**src/rtl/fwd_hazard_unit.sv**
```systemverilog
// Decode-stage operand bypass selection and hazard control: per-port forwarding selects,
// load-use and MDU (HI/LO) stalls, and a saturating stall-cycle counter.
module fwd_hazard_unit #(
   parameter int unsigned NREAD   = 2,
   parameter int unsigned AW      = 5,
   parameter int unsigned MDU_LAT = 32,
   parameter int unsigned CNTW    = 16
) (
   input  logic                  clk,
   input  logic                  rst_n,
   input  logic [NREAD*AW-1:0]   src_flat,
   input  logic [NREAD-1:0]      src_use,
   input  logic [AW-1:0]         rdEX,
   input  logic                  GPRWrEX,
   input  logic                  lwEX,
   input  logic [AW-1:0]         rdMEM,
   input  logic                  GPRWrMEM,
   input  logic                  lwMEM,
   input  logic [AW-1:0]         rdWB,
   input  logic                  GPRWrWB,
   input  logic                  mdu_start,
   input  logic                  mdu_use,
   input  logic                  clr_cnt,
   output logic [NREAD*3-1:0]    sel_flat,
   output logic                  stall,
   output logic                  flush_ex,
   output logic                  mdu_busy,
   output logic [CNTW-1:0]       stall_cnt
);

   localparam int unsigned MCW = $clog2(MDU_LAT + 1);

   localparam logic [2:0] SelOrigin  = 3'd0;
   localparam logic [2:0] SelBusCEX  = 3'd1;
   localparam logic [2:0] SelBusCMEM = 3'd2;
   localparam logic [2:0] SelOutMEM  = 3'd3;
   localparam logic [2:0] SelBusW    = 3'd4;

   logic [AW-1:0]   srcArr [NREAD];
   logic            luh;
   logic            mh;
   logic [MCW-1:0]  mduCnt_q, mduCnt_d;
   logic [CNTW-1:0] stallCnt_q, stallCnt_d;

   always_comb begin
      for (int i = 0; i < NREAD; i++) begin
         srcArr[i] = src_flat[i*AW +: AW];
      end
   end

   always_comb begin
      luh = 1'b0;
      for (int i = 0; i < NREAD; i++) begin
         if (src_use[i] && (srcArr[i] != '0) && (srcArr[i] == rdEX) && GPRWrEX && lwEX) begin
            luh = 1'b1;
         end
      end
   end

   assign mdu_busy = (mduCnt_q != '0);
   assign mh       = mdu_busy & (mdu_use | mdu_start);
   assign stall    = luh | mh;
   assign flush_ex = stall;

   // A stalled instruction must not consume forwarded data; every port falls back to Origin.
   always_comb begin
      sel_flat = '0;
      for (int i = 0; i < NREAD; i++) begin
         if (!stall && src_use[i] && (srcArr[i] != '0)) begin
            if ((srcArr[i] == rdEX) && GPRWrEX && !lwEX) begin
               sel_flat[i*3 +: 3] = SelBusCEX;
            end else if ((srcArr[i] == rdMEM) && GPRWrMEM) begin
               sel_flat[i*3 +: 3] = lwMEM ? SelOutMEM : SelBusCMEM;
            end else if ((srcArr[i] == rdWB) && GPRWrWB) begin
               sel_flat[i*3 +: 3] = SelBusW;
            end else begin
               sel_flat[i*3 +: 3] = SelOrigin;
            end
         end
      end
   end

   always_comb begin
      mduCnt_d = mduCnt_q;
      if (mdu_start && !stall) begin
         mduCnt_d = MCW'(MDU_LAT);
      end else if (mduCnt_q != '0) begin
         mduCnt_d = mduCnt_q - MCW'(1);
      end
   end

   always_comb begin
      stallCnt_d = stallCnt_q;
      if (clr_cnt) begin
         stallCnt_d = '0;
      end else if (stall && !(&stallCnt_q)) begin
         stallCnt_d = stallCnt_q + CNTW'(1);
      end
   end

   always_ff @(posedge clk or negedge rst_n) begin
      if (!rst_n) begin
         mduCnt_q   <= '0;
         stallCnt_q <= '0;
      end else begin
         mduCnt_q   <= mduCnt_d;
         stallCnt_q <= stallCnt_d;
      end
   end

   assign stall_cnt = stallCnt_q;

endmodule

```
**config.mk**
```make
export PLATFORM = sky130hd
export DESIGN_NAME = fwd_hazard_unit
export DESIGN_NICKNAME = d
export VERILOG_FILES = /design/src/rtl/fwd_hazard_unit.sv
export SDC_FILE = /design/constraint.sdc
export NUM_CORES = 1
export LEC_CHECK = 0
export BUFFER_PORTS_ARGS = -buffer_cell sky130_fd_sc_hd__buf_4
export CORE_ASPECT_RATIO = 1.1
export CORE_MARGIN = 2
export CORE_UTILIZATION = 51
export DETAILED_ROUTE_END_ITERATION = 7
export PLACE_DENSITY = 0.86
export SKIP_LAST_GASP = 1
export SLEW_MARGIN = 20
export SYNTH_ARGS = -nofsm -noshare
export SYNTH_HDL_FRONTEND = slang
export SYNTH_SLANG_ARGS = --single-unit
```
**constraint.sdc**
```tcl
create_clock -name clk -period 2.6 [get_ports clk]
set_clock_uncertainty 0.05 [all_clocks]
set_input_delay 0.52 -clock clk [delete_from_list [all_inputs] [get_ports clk]]
set_output_delay 0.52 -clock clk [all_outputs]
set_load 0.02 [all_outputs]
```
==> flow_summary.ini, run 1 <==
[run_status]
run_status = complete, but fails checks
failed_checks = negative setup slack

[sta]
postLayoutSetupSlackWorst_ns = -0.107
finalMaxSlewViolations = 0
fmaxAchievable_ghz = 0.369
slew_headroom = 0.633
setup_tns_ns = -0.540
finalWorstPathRequiredPeriod_ns = 2.71
whs_ns = 0.0709
period_utilization_post_route = 1.04
finalSetupViolations = 8
hold_viol = 0
grt_setup_unrepaired = yes
worst_pin_slew_ns = 0.537

[drt]
first_pass_iters = 4
routed_wl_mm = 5.15
final_antenna_net_count = 0
via_per_inst = 5.62
detail_route.iter0.violations = 132
routedWlPerCell_um = 14.9
num_vias = 1943
route.detailed.drc = 0

[placement]
buffer_ports.inserted = 61
hpwlAfterDp_mm = 4.15
numPlacedInstances = 339
dp_slack_ns = -0.185
routabilityCongestion = 0.902

[critical_path]
crit_path_top_delay_cell = or4_4
critPathTopFamily = simple AND/OR/NAND/NOR gates
worstRegToRegCells = 9
rr_endpoint = stall_cnt[9]
cp_slowest_stage_delay_ns = 0.53
worst_setup_path_start_kind = primary input
required_time_reported_for_the_critical_path_endpoint_ns = 2.03
worst_path_maximum_fanout = 3
critical-path-top-cell-by-count = buf_6
worstSetupPathType = primary input to primary output
r2r_slack_ns = 0.23
timing.critical_path.cells = buf_6 -> or4_4 -> o21ai_4 -> nor4_4 -> o21ai_2 -> nand4b_1 -> buf_6 -> nor3_4 -> buf_6
critical_path.endpoint_type = primary output
worstPathBufferInverterCount = 3
timing.rr.start = mduCnt_q[1]
critPathArrivalTime_ns = 2.14

[clock_tree]
clkTransAtPathRegs_ns = 0.08
clock_latency_ns = 0.27
cts-root-buf = clkbuf_8
cts.sinks = 22
ctsHtreeMaxLevel = 1
cts_tree = built
cts-root-to-sink-buffers = 2
cts_made_buffers = 3
cts-hold-fix-buffers = 0

[floorplanning]
rows = 23
fp.dieH_um = 67.8
design.die.area_um2 = 4200
design.portCount = 62
initial_standard_cell_utilization_of_the_core = 0.524
die_w_um = 62.0
core_area_um2 = 3600

[logic_synthesis]
top_area_cells_in_the_synthesized_netlist = dfrtp_1 29%, xor2_1 8.8%, mux2_1 6.6%, xnor2_1 6.5%, nand3_1 4.8%
yosysTopAreaCell = dfrtp_1
syn_nets = 255
synth_async_sr_flop_share = 1.00
synth.distinct_cells = 42
syn_area_per_cell_um2 = 8.76
ys_dominant_reg_cell = dfrtp_1
synth.cell_area_um2 = 1880
synthCells = 215
synth_edf_count = 0
synth_seq_area_share = 0.292
ys_ff_latch = 22
synth_warnings = 0
area_fraction_of_the_dominant_cell_type_after_synthesis = 0.292

[flow_run]
drv_cap = 0

[cells_and_area]
syn2layout_area_growth_pct = 44.4
fin_nets = 337
nFillCells = 265
layout.cells.most_common_list = 74 x buf_4, 22 x dfrtp_1, 19 x xor2_1
most_common_cell_after_layout_fill_and_taps_aside = buf_4
final_cell_count_no_fill = 346
final_core_util = 0.757
antenna_cells = 0
layout_cells_sized_above_1 = 0.378

[global_routing]
grt_pass1_wl_mm = 8.16
grt_start_max_net_pins = 31
grt_util_met2 = 0.457
grt_util_met1 = 0.290
gr-total-overflow = 0
gr-max-usage-layer = met2
global_route.usage.met3 = 0.0460
antenna_violations_before_repair = 0
first_global_vias = 1860
grt.total_usage = 0.261

[power]
power.density_nw_per_um2 = 410
power.leakage_uw = 0.00120
peakVddDrop_mv = 0.225

[hold_path]
hold_path_class = primary input to asynchronous set/reset pin
==> how the worst max path moves through the flow <==
stage                 from            to  cells past startpoint
6_report       src_flat[2]   sel_flat[4]                      9
4_1_cts        src_flat[6]   sel_flat[4]                      9
3_5_place_dp   src_flat[7]  stall_cnt[9]                      9
5_1_grt        src_flat[2]   sel_flat[1]                      9
3_3_place_gp   src_flat[7]  stall_cnt[9]                      9
2_1_floorplan  src_flat[2]   sel_flat[4]                      7
==> metrics by stage <==
step	cell area (um2)	power [uW]
2_1_floorplan	1940	695
3_3_place_gp	2570	846
3_5_place_dp	2570	860
4_1_cts	2700	1120
5_1_grt	2720	1190
6_report	2720	1120
==> cells by family (layout without fill, tap and decap cells) <==
| group | count (synthesis) | in the layout | synth area share |
|---|---|---|---|
| AND/OR/NAND/NOR | 98 | 98 | 0.290 |
| XOR/XNOR | 33 | 33 | 0.153 |
| AO/OA/AOI/OAI | 29 | 29 | 0.122 |
| flip-flops | 22 | 22 | 0.292 |
| buffers and inverters | 16 | 97 | 0.0405 |
| multiplexers | 14 | 14 | 0.0830 |
| adder cells (fa/ha/maj) | 3 | 3 | 0.0199 |
==> area by class of cell <==
cell class | count | area, um2 | area share
clock buffer | 4 | 55.1 | 0.0202
tap | 50 | 62.6 | 0.0230
multi-input combinational | 177 | 1340 | 0.494
inverter | 8 | 30.0 | 0.0110
sequential | 22 | 551 | 0.202
timing repair buffer | 85 | 679 | 0.250
==> per-layer routing <==
layer | vias up | routed length, um
met4 | 0 | 207
met3 | 17 | 341
li1 | 936 | -
met1 | 892 | 1970
met5 | - | 0
met2 | 98 | 2640
==> power breakdown <==
part,switching (uW),internal (uW)
combinational,216,202
sequential,51.2,400
clock,112,135
total,380,737
==> cell usage after synthesis (2+ instances only) <==
| master | instances |
|---|---|
| or4_1 | 4 |
| nand2b_1 | 2 |
| dfrtp_1 | 22 |
| xnor2_1 | 14 |
| nor2_1 | 21 |
| and2_1 | 3 |
| ha_1 | 3 |
| nor3_1 | 4 |
| inv_1 | 7 |
| nand3_1 | 18 |
| nor4_2 | 2 |
| a211oi_1 | 11 |
| xor2_1 | 19 |
| a21oi_1 | 3 |
| a2111oi_0 | 2 |
| nand2_1 | 5 |
| nor4_1 | 8 |
| nand4_1 | 8 |
| nor2b_1 | 14 |
| nand4b_1 | 2 |
| clkbuf_1 | 4 |
| mux2_1 | 11 |
| mux2_2 | 2 |
| and3_1 | 4 |
| buf_4 | 2 |
| o21ai_2 | 3 |
| a21o_1 | 2 |
==> state kept, by name, indices dropped and copies added, names as in the netlist <==
| signal | count |
|---|---|
| mduCnt_q | 6 |
| stall_cnt | 16 |
==> timing repair <==
| item | in CTS | in global routing |
|---|---|---|
| endpoints found under the setup margin | 8 | 9 |
| buffers inserted | 2 | 1 |
| pin swaps | 5 | 3 |
| resized for setup | 14 | 4 |
Power figures use the tool's default switching activity.
==> run 2: changes to the inputs <==
--- a/config.mk
+++ b/config.mk
@@ -6,7 +6,7 @@
 export NUM_CORES = 1
 export LEC_CHECK = 0
 export BUFFER_PORTS_ARGS = -buffer_cell sky130_fd_sc_hd__buf_4
-export CORE_ASPECT_RATIO = 1.1
+export CORE_ASPECT_RATIO = 0.9
 export CORE_MARGIN = 2
 export CORE_UTILIZATION = 51
 export DETAILED_ROUTE_END_ITERATION = 7
==> flow_summary.ini, run 2 (synthesized netlist as in run 1, its figures left out) <==
[run_status]
run_status = complete, but fails checks
failed_checks = negative setup slack

[global_routing]
antenna_violations_before_repair = 0
gr-max-usage-layer = met2
first_global_vias = 1997
grt_pass1_wl_mm = 9.00
gr-total-overflow = 0
global_route.usage.met3 = 0.0603
grt.total_usage = 0.288
grt_util_met1 = 0.323
grt_start_max_net_pins = 31
grt_util_met2 = 0.523

[drt]
first_pass_iters = 5
num_vias = 2096
routedWlPerCell_um = 17.3
route.detailed.drc = 0
routed_wl_mm = 5.97
via_per_inst = 6.08
detail_route.iter0.violations = 184
final_antenna_net_count = 0

[floorplanning]
initial_standard_cell_utilization_of_the_core = 0.546
core_area_um2 = 3450
design.portCount = 62
rows = 20
fp.dieH_um = 61.7
design.die.area_um2 = 4200
die_w_um = 68.1

[power]
net_sw_power_uw = 416
p_int_uw = 826
swShare = 0.335
peakVddDrop_mv = 0.225
p_comb_frac = 0.365
power.leakage_uw = 0.00126
power.share.clock = 0.269
power_frac_seq = 0.366
power.density_nw_per_um2 = 433

[cells_and_area]
antenna_cells = 0
nFillCells = 184
layout.cells.most_common_list = 75 x buf_4, 22 x dfrtp_1, 19 x xor2_1
seq_area_um2 = 551
multi_input_area_um2 = 1410
layout_cells_sized_above_1 = 0.432
fin_nets = 342
most_common_cell_after_layout_fill_and_taps_aside = buf_4
syn2layout_area_growth_pct = 52.3
largest_register_ff_count = 16

[placement]
dp_slack_ns = -0.165
routabilityCongestion = 0.976
buffer_ports.inserted = 61
hpwlAfterDp_mm = 4.08

[sta]
fmaxAchievable_ghz = 0.358
period_utilization_post_route = 1.07
worst_pin_slew_ns = 0.524
grt_setup_unrepaired = yes
slew_headroom = 0.650
finalSetupViolations = 8
setup_tns_ns = -0.819
postLayoutSetupSlackWorst_ns = -0.191
hold_viol = 0
finalMaxSlewViolations = 0
finalWorstPathRequiredPeriod_ns = 2.79

[hold_path]
hold_path_class = primary input to asynchronous set/reset pin

[clock_tree]
cts-root-buf = clkbuf_8
cts.sinks = 22
clkTransAtPathRegs_ns = 0.09
clock_latency_ns = 0.27
cts-root-to-sink-buffers = 2
cts_made_buffers = 3
cts_tree = built
ctsHtreeMaxLevel = 1

[critical_path]
critical_path.endpoint_type = primary output
worst_path_maximum_fanout = 4
critPathArrivalTime_ns = 2.22
worst_setup_path_start_kind = primary input
required_time_reported_for_the_critical_path_endpoint_ns = 2.03
worstSetupPathType = primary input to primary output

[flow_run]
drv_cap = 0
## run 2: changes by cell type in the layout (fill, tap and decap cells not counted), sizes merged
cell,delta
clkbuf,-1
bufinv,+1
buf,+5
## run 2: critical path, stage by stage
cell,delay [ns]
buf_6,0.09
or4_4,0.55
o21ai_4,0.20
nor4_4,0.06
o21ai_2,0.18
buf_6,0.15
nand4b_1,0.14
nor2_1,0.17
buf_4,0.16
## run 2: worst paths after layout
kind	start	to	slack (ns)	cells past startpoint
setup / recovery	src_flat[2]	sel_flat[1]	-0.19	9
hold / removal	rst_n	mduCnt_q[2]	0.07	1
setup reg to reg	mduCnt_q[1]	stall_cnt[13]	0.29	9
hold reg to reg	mduCnt_q[3]	mduCnt_q[3]	0.46	1
max in group asynchronous	rst_n	stall_cnt[14]	2.20	1
min in group clk	mdu_start	mduCnt_q[5]	0.45	3
## run 2: power groups by stage
stage	Combinational [uW]	Sequential (uW)	Clock (uW)
final	453	455	334
after global routing	493	462	345
after CTS	421	451	336
after detailed placement	408	458	0
after global placement	394	453	0
after floorplan	240	455	0
## run 2: area by class of cell
type | instances | share of cell area
Clock inverter | 1 | 0.0105
Multi-Input combinational cell | 177 | 0.491
Clock buffer | 3 | 0.0144
Inverter | 8 | 0.0105
Sequential cell | 22 | 0.192
Timing Repair Buffer | 90 | 0.262
Tap cell | 44 | 0.0192
## run 2: routing by layer
layer,wire length [um],part of all wire,vias to the layer above
li1,-,-,949
met1,2330,0.39,1009
met2,3060,0.51,114
met3,388,0.065,24
met4,194,0.032,0
met5,0,0,-
## run 2: timing repair
action	CTS	global route
endpoints found under the setup margin	8	19
hold buffers	0	0
pin swaps	10	9
resized for setup	16	21
buffers inserted	3	2
## run 2: per-stage QoR
step / total power, uW / cell area (um2) / utilization / std cells / hold slack (ns)
floorplan: 695 / 1940 / - / 215 / 0.174
global placement: 847 / 2610 / 0.755 / 336 / 0.374
detailed placement: 866 / 2610 / 0.755 / 336 / 0.375
CTS: 1210 / 2770 / 0.801 / 343 / 0.0758
global route: 1300 / 2870 / 0.831 / 345 / 0.0777
finish: 1240 / 2870 / 0.831 / 345 / 0.0675
